## config.mk

```make
export PLATFORM = sky130hd
export DESIGN_NAME = ip_dest_extract
export DESIGN_NICKNAME = d
export VERILOG_FILES = /design/src/rtl/ip_dest_extract.sv
export SDC_FILE = /design/constraint.sdc
export NUM_CORES = 1
export LEC_CHECK = 0
export ABC_CLOCK_PERIOD_IN_PS = 31600
export CAP_MARGIN = 20
export CORE_AREA = 2 2 436 438
export CTS_CLUSTER_DIAMETER = 40
export DETAILED_ROUTE_END_ITERATION = 6
export DIE_AREA = 0 0 438 440
export DONT_BUFFER_PORTS = 1
export PLACE_DENSITY = 0.38
export REMOVE_ABC_BUFFERS = 1
export SLEW_MARGIN = 20
export SYNTH_ARGS = -nofsm -noshare
export SYNTH_HDL_FRONTEND = slang
export SYNTH_SLANG_ARGS = --single-unit
```

## constraint.sdc

```tcl
create_clock -name AXI_ACLK -period 31.6 [get_ports AXI_ACLK]
set_input_delay 9.48 -clock AXI_ACLK [delete_from_list [all_inputs] [get_ports AXI_ACLK]]
set_output_delay 9.48 -clock AXI_ACLK [all_outputs]
set_load 0.1 [all_outputs]
```

## src/rtl/ip_dest_extract.sv

```systemverilog
// Pulls the IPv4 destination out of the first two 256-bit beats, classifies it, then replays the buffered beats and passes the rest through.
// First output beat trails beat-0 acceptance by two cycles; input is stalled while buffered beats are replayed, then tracks M_AXIS_TREADY.
module ip_dest_extract #(
    parameter int C_M_AXIS_DATA_WIDTH  = 256,
    parameter int C_S_AXIS_DATA_WIDTH  = 256,
    parameter int C_M_AXIS_TUSER_WIDTH = 128,
    parameter int C_S_AXIS_TUSER_WIDTH = 128
) (
    input  logic                                AXI_ACLK,
    input  logic                                AXI_RESET,

    input  logic [C_S_AXIS_DATA_WIDTH-1:0]      S_AXIS_TDATA,
    input  logic [C_S_AXIS_DATA_WIDTH/8-1:0]    S_AXIS_TSTRB,
    input  logic [C_S_AXIS_TUSER_WIDTH-1:0]     S_AXIS_TUSER,
    input  logic                                S_AXIS_TVALID,
    input  logic                                S_AXIS_TLAST,
    output logic                                S_AXIS_TREADY,

    output logic [C_M_AXIS_DATA_WIDTH-1:0]      M_AXIS_TDATA,
    output logic [C_M_AXIS_DATA_WIDTH/8-1:0]    M_AXIS_TSTRB,
    output logic [C_M_AXIS_TUSER_WIDTH-1:0]     M_AXIS_TUSER,
    output logic                                M_AXIS_TVALID,
    output logic                                M_AXIS_TLAST,
    input  logic                                M_AXIS_TREADY,

    input  logic [31:0]                         local_ip0,
    input  logic [31:0]                         local_ip1,
    input  logic [31:0]                         local_ip2,
    input  logic [31:0]                         local_ip3,
    input  logic [3:0]                          local_ip_en,

    output logic [31:0]                         dest_ip,
    output logic [5:0]                          cpu_hit,
    output logic [31:0]                         pkt_count,
    output logic [31:0]                         hit_count,
    output logic [31:0]                         bad_count
);

    typedef enum logic [2:0] {
        WAIT_B0,
        WAIT_B1,
        EMIT_B0,
        EMIT_B1,
        PASS
    } state_t;

    state_t state_q, state_d;

    logic [C_S_AXIS_DATA_WIDTH-1:0]   b0_dat_q, b1_dat_q;
    logic [C_S_AXIS_DATA_WIDTH/8-1:0] b0_strb_q, b1_strb_q;
    logic [C_S_AXIS_TUSER_WIDTH-1:0]  b0_user_q, b1_user_q;
    logic                             b0_last_q, b1_last_q;

    logic [31:0] dest_ip_q, dest_ip_d;
    logic [5:0]  cpu_hit_q, cpu_hit_d;
    logic [31:0] pkt_cnt_q, pkt_cnt_d;
    logic [31:0] hit_cnt_q, hit_cnt_d;
    logic [31:0] bad_cnt_q, bad_cnt_d;

    logic        s_rdy, m_vld, s_hs, m_hs;
    logic        calc_vld, calc_runt;
    logic [15:0] f_etype, f_dst_hi, f_dst_lo;
    logic [3:0]  f_ver, f_ihl;
    logic [7:0]  f_ttl;
    logic [31:0] calc_dest;
    logic [5:0]  calc_hit;

    // Handshake and state sequencing
    always_comb begin
        s_rdy   = 1'b0;
        m_vld   = 1'b0;
        state_d = state_q;
        case (state_q)
            WAIT_B0: begin
                s_rdy = 1'b1;
                if (S_AXIS_TVALID) begin
                    state_d = S_AXIS_TLAST ? EMIT_B0 : WAIT_B1;
                end
            end
            WAIT_B1: begin
                s_rdy = 1'b1;
                if (S_AXIS_TVALID) begin
                    state_d = EMIT_B0;
                end
            end
            EMIT_B0: begin
                m_vld = 1'b1;
                if (M_AXIS_TREADY) begin
                    state_d = b0_last_q ? WAIT_B0 : EMIT_B1;
                end
            end
            EMIT_B1: begin
                m_vld = 1'b1;
                if (M_AXIS_TREADY) begin
                    state_d = b1_last_q ? WAIT_B0 : PASS;
                end
            end
            PASS: begin
                s_rdy = M_AXIS_TREADY;
                m_vld = S_AXIS_TVALID;
                if (S_AXIS_TVALID && M_AXIS_TREADY && S_AXIS_TLAST) begin
                    state_d = WAIT_B0;
                end
            end
            default: state_d = WAIT_B0;
        endcase
        if (AXI_RESET) begin
            s_rdy = 1'b0;
            m_vld = 1'b0;
        end
    end

    assign s_hs          = S_AXIS_TVALID && s_rdy;
    assign m_hs          = m_vld && M_AXIS_TREADY;
    assign S_AXIS_TREADY = s_rdy;
    assign M_AXIS_TVALID = m_vld;

    // A runt classifies straight off the input bus; otherwise beat 0 comes from the buffer.
    always_comb begin
        calc_vld  = 1'b0;
        calc_runt = 1'b0;
        if (state_q == WAIT_B0 && s_hs && S_AXIS_TLAST) begin
            calc_vld  = 1'b1;
            calc_runt = 1'b1;
        end else if (state_q == WAIT_B1 && s_hs) begin
            calc_vld  = 1'b1;
        end

        if (calc_runt) begin
            f_etype  = S_AXIS_TDATA[159:144];
            f_ver    = S_AXIS_TDATA[143:140];
            f_ihl    = S_AXIS_TDATA[139:136];
            f_ttl    = S_AXIS_TDATA[79:72];
            f_dst_hi = S_AXIS_TDATA[15:0];
            f_dst_lo = 16'h0000;
        end else begin
            f_etype  = b0_dat_q[159:144];
            f_ver    = b0_dat_q[143:140];
            f_ihl    = b0_dat_q[139:136];
            f_ttl    = b0_dat_q[79:72];
            f_dst_hi = b0_dat_q[15:0];
            f_dst_lo = S_AXIS_TDATA[255:240];
        end

        calc_dest   = {f_dst_hi, f_dst_lo};
        calc_hit[0] = local_ip_en[0] && (calc_dest == local_ip0);
        calc_hit[1] = local_ip_en[1] && (calc_dest == local_ip1);
        calc_hit[2] = local_ip_en[2] && (calc_dest == local_ip2);
        calc_hit[3] = local_ip_en[3] && (calc_dest == local_ip3);
        calc_hit[4] = (calc_dest == 32'hFFFF_FFFF);
        calc_hit[5] = (f_etype != 16'h0800) || (f_ver != 4'd4) || (f_ihl < 4'd5)
                   || (f_ttl <= 8'd1) || calc_runt;
    end

    always_comb begin
        dest_ip_d = dest_ip_q;
        cpu_hit_d = cpu_hit_q;
        pkt_cnt_d = pkt_cnt_q;
        hit_cnt_d = hit_cnt_q;
        bad_cnt_d = bad_cnt_q;
        if (calc_vld) begin
            dest_ip_d = calc_dest;
            cpu_hit_d = calc_hit;
            pkt_cnt_d = pkt_cnt_q + 32'd1;
            hit_cnt_d = hit_cnt_q + {31'd0, |calc_hit[4:0]};
            bad_cnt_d = bad_cnt_q + {31'd0, calc_hit[5]};
        end
    end

    always_ff @(posedge AXI_ACLK) begin
        if (AXI_RESET) begin
            state_q   <= WAIT_B0;
            dest_ip_q <= 32'd0;
            cpu_hit_q <= 6'd0;
            pkt_cnt_q <= 32'd0;
            hit_cnt_q <= 32'd0;
            bad_cnt_q <= 32'd0;
        end else begin
            state_q   <= state_d;
            dest_ip_q <= dest_ip_d;
            cpu_hit_q <= cpu_hit_d;
            pkt_cnt_q <= pkt_cnt_d;
            hit_cnt_q <= hit_cnt_d;
            bad_cnt_q <= bad_cnt_d;
        end
    end

    // Beat buffers carry no reset: they are only read after being written by the same packet.
    always_ff @(posedge AXI_ACLK) begin
        if (state_q == WAIT_B0 && s_hs) begin
            b0_dat_q  <= S_AXIS_TDATA;
            b0_strb_q <= S_AXIS_TSTRB;
            b0_user_q <= S_AXIS_TUSER;
            b0_last_q <= S_AXIS_TLAST;
        end
        if (state_q == WAIT_B1 && s_hs) begin
            b1_dat_q  <= S_AXIS_TDATA;
            b1_strb_q <= S_AXIS_TSTRB;
            b1_user_q <= S_AXIS_TUSER;
            b1_last_q <= S_AXIS_TLAST;
        end
    end

    always_comb begin
        M_AXIS_TDATA = S_AXIS_TDATA;
        M_AXIS_TSTRB = S_AXIS_TSTRB;
        M_AXIS_TUSER = S_AXIS_TUSER;
        M_AXIS_TLAST = S_AXIS_TLAST;
        case (state_q)
            EMIT_B0: begin
                M_AXIS_TDATA = b0_dat_q;
                M_AXIS_TSTRB = b0_strb_q;
                M_AXIS_TUSER = b0_user_q;
                M_AXIS_TLAST = b0_last_q;
            end
            EMIT_B1: begin
                M_AXIS_TDATA = b1_dat_q;
                M_AXIS_TSTRB = b1_strb_q;
                M_AXIS_TUSER = b1_user_q;
                M_AXIS_TLAST = b1_last_q;
            end
            default: ;
        endcase
    end

    assign dest_ip   = dest_ip_q;
    assign cpu_hit   = cpu_hit_q;
    assign pkt_count = pkt_cnt_q;
    assign hit_count = hit_cnt_q;
    assign bad_count = bad_cnt_q;

endmodule

```

== After elaboration in Yosys (flattened, before gate mapping) ==
Cells that the tools add are included.
W data, S select, Z words.

* Equal/unequal tests: 16
* Add/subtract/negate cells: 3
* Order comparisons: 2
* Reductions and logical operators: 19
* Muxes and demuxes: 26

{| class="wikitable"
|+ Operators with widths
! kind !! number
|-
| $pmux W256 S2 || 1
|-
| $pmux W128 S2 || 1
|-
| $eq A32 B32 Y1 || 4
|-
| $add A32 B1 Y32 || 2
|-
| $pmux W32 S2 || 1
|-
| $mux W16 || 3
|-
| $add A32 B1 Y32 const B || 1
|-
| $eq A32 B32 Y1 const B || 1
|-
| $mux W3 || 6
|-
| $ne A16 B12 Y1 const B || 1
|-
| $pmux W3 S5 || 1
|-
| $logic_and A1 B1 Y1 || 10
|-
| $ne A2 B2 Y1 const B || 5
|-
| $le A8 B1 Y1 const B || 1
|-
| $mux W4 || 2
|-
| $mux W8 || 1
|-
| $eq A3 B2 Y1 const B || 2
|-
| $pmux W1 S2 || 3
|-
| $mux W1 || 5
|-
| $reduce_and A5 Y1 || 1
|-
| $reduce_or A5 Y1 || 1
|-
| $logic_or A1 B1 Y1 || 4
|-
| $lt A4 B3 Y1 const B || 1
|-
| $mux W2 || 2
|-
| other kinds (5) || 6
|}

* Input port bits: 553
* Register bits: 971

== Longest topological paths before layout ==
* Depth in word-level cells: 15
* Depth in mapped cells: 20

== Worst setup path before layout ==
No wires, ideal clock.

* Kind: input-to-reg
* From: in AXI_RESET
* To: reg b0_dat_q[0] (enable)
* Path slack: 2.727 ns
* Data arrival time: 27.669 ns
* Path buffers: 3
* Stages on the path: 5
* Required time: 30.396 ns
* Cell sequence: buf_2 or4b_1 buf_2 buf_2 nor2_1

* Longest elaborated chain between the ends: 3

{| class="wikitable"
|+ RTL lines
! item !! line !! RTL
|-
| start: declaration || 10 || <nowiki>input logic AXI_RESET,</nowiki>
|-
| $mux W1 || 107 || <nowiki>if (AXI_RESET) begin</nowiki>
|-
| $logic_and A1 B1 Y1 || 113 || <nowiki>assign s_hs = S_AXIS_TVALID && s_rdy;</nowiki>
|-
| $logic_and A1 B1 Y1 || 190 || <nowiki>if (state_q == WAIT_B0 && s_hs) begin</nowiki>
|-
| end signal: assignment || 191 || <nowiki>b0_dat_q <= S_AXIS_TDATA;</nowiki>
|-
| end: declaration || 49 || <nowiki>logic [C_S_AXIS_DATA_WIDTH-1:0] b0_dat_q, b1_dat_q;</nowiki>
|}

Every way passes these cells.
A chain may end at the register's enable or synchronous reset.

== Worst setup path after layout ==
* From: in M_AXIS_TREADY
* To: out S_AXIS_TREADY

* Longest elaborated chain between the ends: 2

{| class="wikitable"
|+ RTL lines
! item !! line !! RTL
|-
| start: declaration || 24 || <nowiki>input logic M_AXIS_TREADY,</nowiki>
|-
| $pmux W1 S2 || 73 || <nowiki>case (state_q)</nowiki>
|-
| $mux W1 || 107 ||
|-
| end: declaration || 17 || <nowiki>output logic S_AXIS_TREADY,</nowiki>
|}

Every way passes these cells.

==> metrics.md <==
| Metric | Value |
|---|---|
| Clock transition at path regs | 0.05 ns |
| Critical Path End Type | output port |
| Area contributors post-synth | edfxtp_1 (60%), mux2i_1 (10%), dfxtp_1 (6.5%), o21ai_0 (5.3%), nand2_1 (4.7%) |
| CP max stage cell | a211oi_4 |
| WHS | 0.555 ns |
| Post-DP HPWL | 114000 um |
| CTS tree | yes |
| Cell Rows | 160 |
| Clock tree root buffer cell | clkbuf_16 |
| R2R Setup Slk | 24.95 ns |
| Layout cells sized above 1 | 23.3% |
| DRC | 0 |
| Clk pwr share | 46.9% |
| Crit path DAT | 10.47 ns |
| DR pass1 iterations | 5 |
| Worst path buffer plus inverter count | 0 |
| Core area | 189000 sq um |
| Max VDD drop | 0.0494 mV |
| Vias after detailed routing | 27300 |
| Number of synthesized flops with an enable pin | 834 |
| All-layer global routing usage | 15.7% |
| Setup_tns | 0 ns |
| Synth top area share | 59.5% |
| Vias per inst | 4.48 |
| Placer Congestion | 0.922 |
| Kind of critical path | input port to output port |
| Synth Flop Type | edfxtp_1 |
| Status | finished, final reports clean |
| Critical path's top delay family | compound AO/OA/AOI/OAI gates |
| Top cell type by total area after synthesis | edfxtp_1 |
| Internal power | 2.91 mW |
| Post-synthesis sequential area ratio | 66.1% |
| Setup repair bufs after CTS | 0 |
| CTS Buffer Depth | 3 |
| Mapped Area | 42100 sq um |
| Drt wl/cell | 25.8 um |
| Die height | 440 um |
| Crit start category | input port |
| Slew HR | 20.2% |
| Die ar. | 193000 sq um |
| Crit Path Max Fanout | 4 |
| Initial antenna violation count | 3 |
| Switch share | 33.2% |
| Mean Syn Cell Area | 12.5 sq um |
| Register bit total from synthesis | 971 |
| Vias in the first global route | 26900 |
| H-tree depth | 4 |
| HP Class | register to register |
| Final #Nets | 3972 |
| Clk_skew | 0.0440 ns |
| Leakage | 18.0 nW |
| Initial core utilization | 22.3% |
| Cts hold-fix bufs | 0 |
| Die W | 438 um |
| Minimum clock period | 19.95 ns |
| Critical path, cell by cell | nand2b_1, a211oi_4 |
| Share of power burned in registers | 33.9% |
| Gr ovfl total | 0 |
| Final Setup Violations | 0 |
| First-pass GRT wire length | 216000 um |
| MaxCap Viol Count | 0 |
| Netlist cell types | 68 |
| Clock sinks | 971 |
| Final Hold Fails | 0 |
| F_max | 50.1 MHz |
| Layout area overhead | 30.2% |
| Worst slew pin tran | 1.20 ns |
| Critical Path Max Stage Delay | 0.92 ns |
| Post-route ant nets | 0 |
| Largest net degree at the start of global routing | 149 |
| Synth warn | 0 |
| Pwr/cell area | 79.7 nW/um^2 |
| Synth top cells by count | edfxtp_1 (834), nand2_1 (527), o21ai_0 (448), mux2i_1 (422), clkbuf_1 (189) |
| FFs w/ async S/R, synth | 0% |
| Power share of the combinational group | 19.2% |
| PostCTS Resize Cnt | 0 |
| Num ports | 1106 |
| Clk_lat worst skew | 0.82 ns |
| NetSw | 1.45 mW |
| IO Port Bufs | 0 |
| Total CTS buffers | 184 |
| RSZ-0062 raised after global routing | false |
| Total wire length | 157000 um |
| Most instantiated library cell after synthesis | edfxtp_1 |
| Initial drt markers | 1698 |
| Cells after synthesis | 3356 |
| Critical Path RT | 22.12 ns |
| Fin. max-slew vios | 0 |
| Fin crit share | 63.1% |
## worst paths after layout
path                        startpoint                   endpoint  cells past startpoint
max reg2reg    state_q[0]$_SDFFE_PP0P_    b1_dat_q[127]$_DFFE_PP_                      8
min          hit_count[1]$_SDFFE_PP0P_  hit_count[1]$_SDFFE_PP0P_                      2
max                      M_AXIS_TREADY              S_AXIS_TREADY                      2
min reg2reg  hit_count[1]$_SDFFE_PP0P_  hit_count[1]$_SDFFE_PP0P_                      2
## placed cells by master, fill, tap and decap left out, types with 15 or more instances in the layout
cell / instances
edfxtp_1: 834
nor3_1: 15
clkbuf_16: 186
dfxtp_1: 135
clkinv_2: 26
inv_1: 45
nand2_1: 525
clkinvlp_4: 22
nand3_1: 61
clkinv_4: 15
and3_1: 26
buf_4: 43
nor4_1: 33
inv_6: 18
clkbuf_1: 17
o21ai_0: 31
mux2i_1: 422
buf_16: 27
o21ai_4: 128
nand2b_1: 17
nor2b_1: 20
bufinv_16: 28
xor2_1: 73
a21oi_1: 59
nor2_1: 125
nand4_1: 33
clkinv_1: 16
xnor2_1: 72
o21ai_2: 290
## flip-flops by register name, indices dropped and copies added (netlist names)
signal,cells
b1_last_q,1
b0_user_q,128
b0_dat_q,256
dest_ip,32
b1_user_q,128
b0_last_q,1
b1_dat_q,256
b1_strb_q,32
state_q,3
bad_count,32
cpu_hit,6
hit_count,32
b0_strb_q,32
pkt_count,32
## cells by family after synthesis
logic type      synth area share [%]
simple gates                    10.1
mux                             10.1
flops                           66.1
buf+inv                         2.28
compound gates                  8.32
fa+ha+maj                      0.149
xor+xnor                        3.02
## area by class of cell
type / count / area (sq um)
antenna: 7 / 17.5
inverter: 46 / 180
timing repair buffer: 78 / 1190
fill: 19100 / 134000
tap: 2511 / 3140
sequential: 971 / 27800
clock inverter: 135 / 1740
multi-input combinational: 2133 / 15900
clock buffer: 209 / 4810
## per-stage QoR
stage	instances	setup slack (ns)	area (sq um)	utilization [%]	power (mW)
floorplan	3150	-57.23	41300	-	2.30
CTS	6081	11.64	54700	29.0	4.42
global placement	5711	11.63	46500	24.6	2.30
finish	6090	11.65	54800	29.0	4.36
detailed placement	5737	11.64	48100	25.5	2.35
global route	6085	11.63	54700	29.0	4.50
## layer usage
layer  wire length, um  GRT usage (%)  vias up  part of all wire [%]
li1                  -              -    12800                     -
met1             57600           16.9    13300                    37
met2             80600           27.6      979                    51
met3             13000           5.80      258                   8.3
met4              5760           6.47        0                   3.7
met5                 0              0        -                     0
## power by group through the flow
stage	sequential, mW	combinational (mW)	clock, mW
floorplan	1.56	0.737	0
global placement	1.50	0.797	0
detailed placement	1.50	0.845	0
CTS	1.48	0.846	2.10
global route	1.48	0.865	2.15
finish	1.48	0.837	2.05
Note: power is estimated with default switching activity, not from simulation.
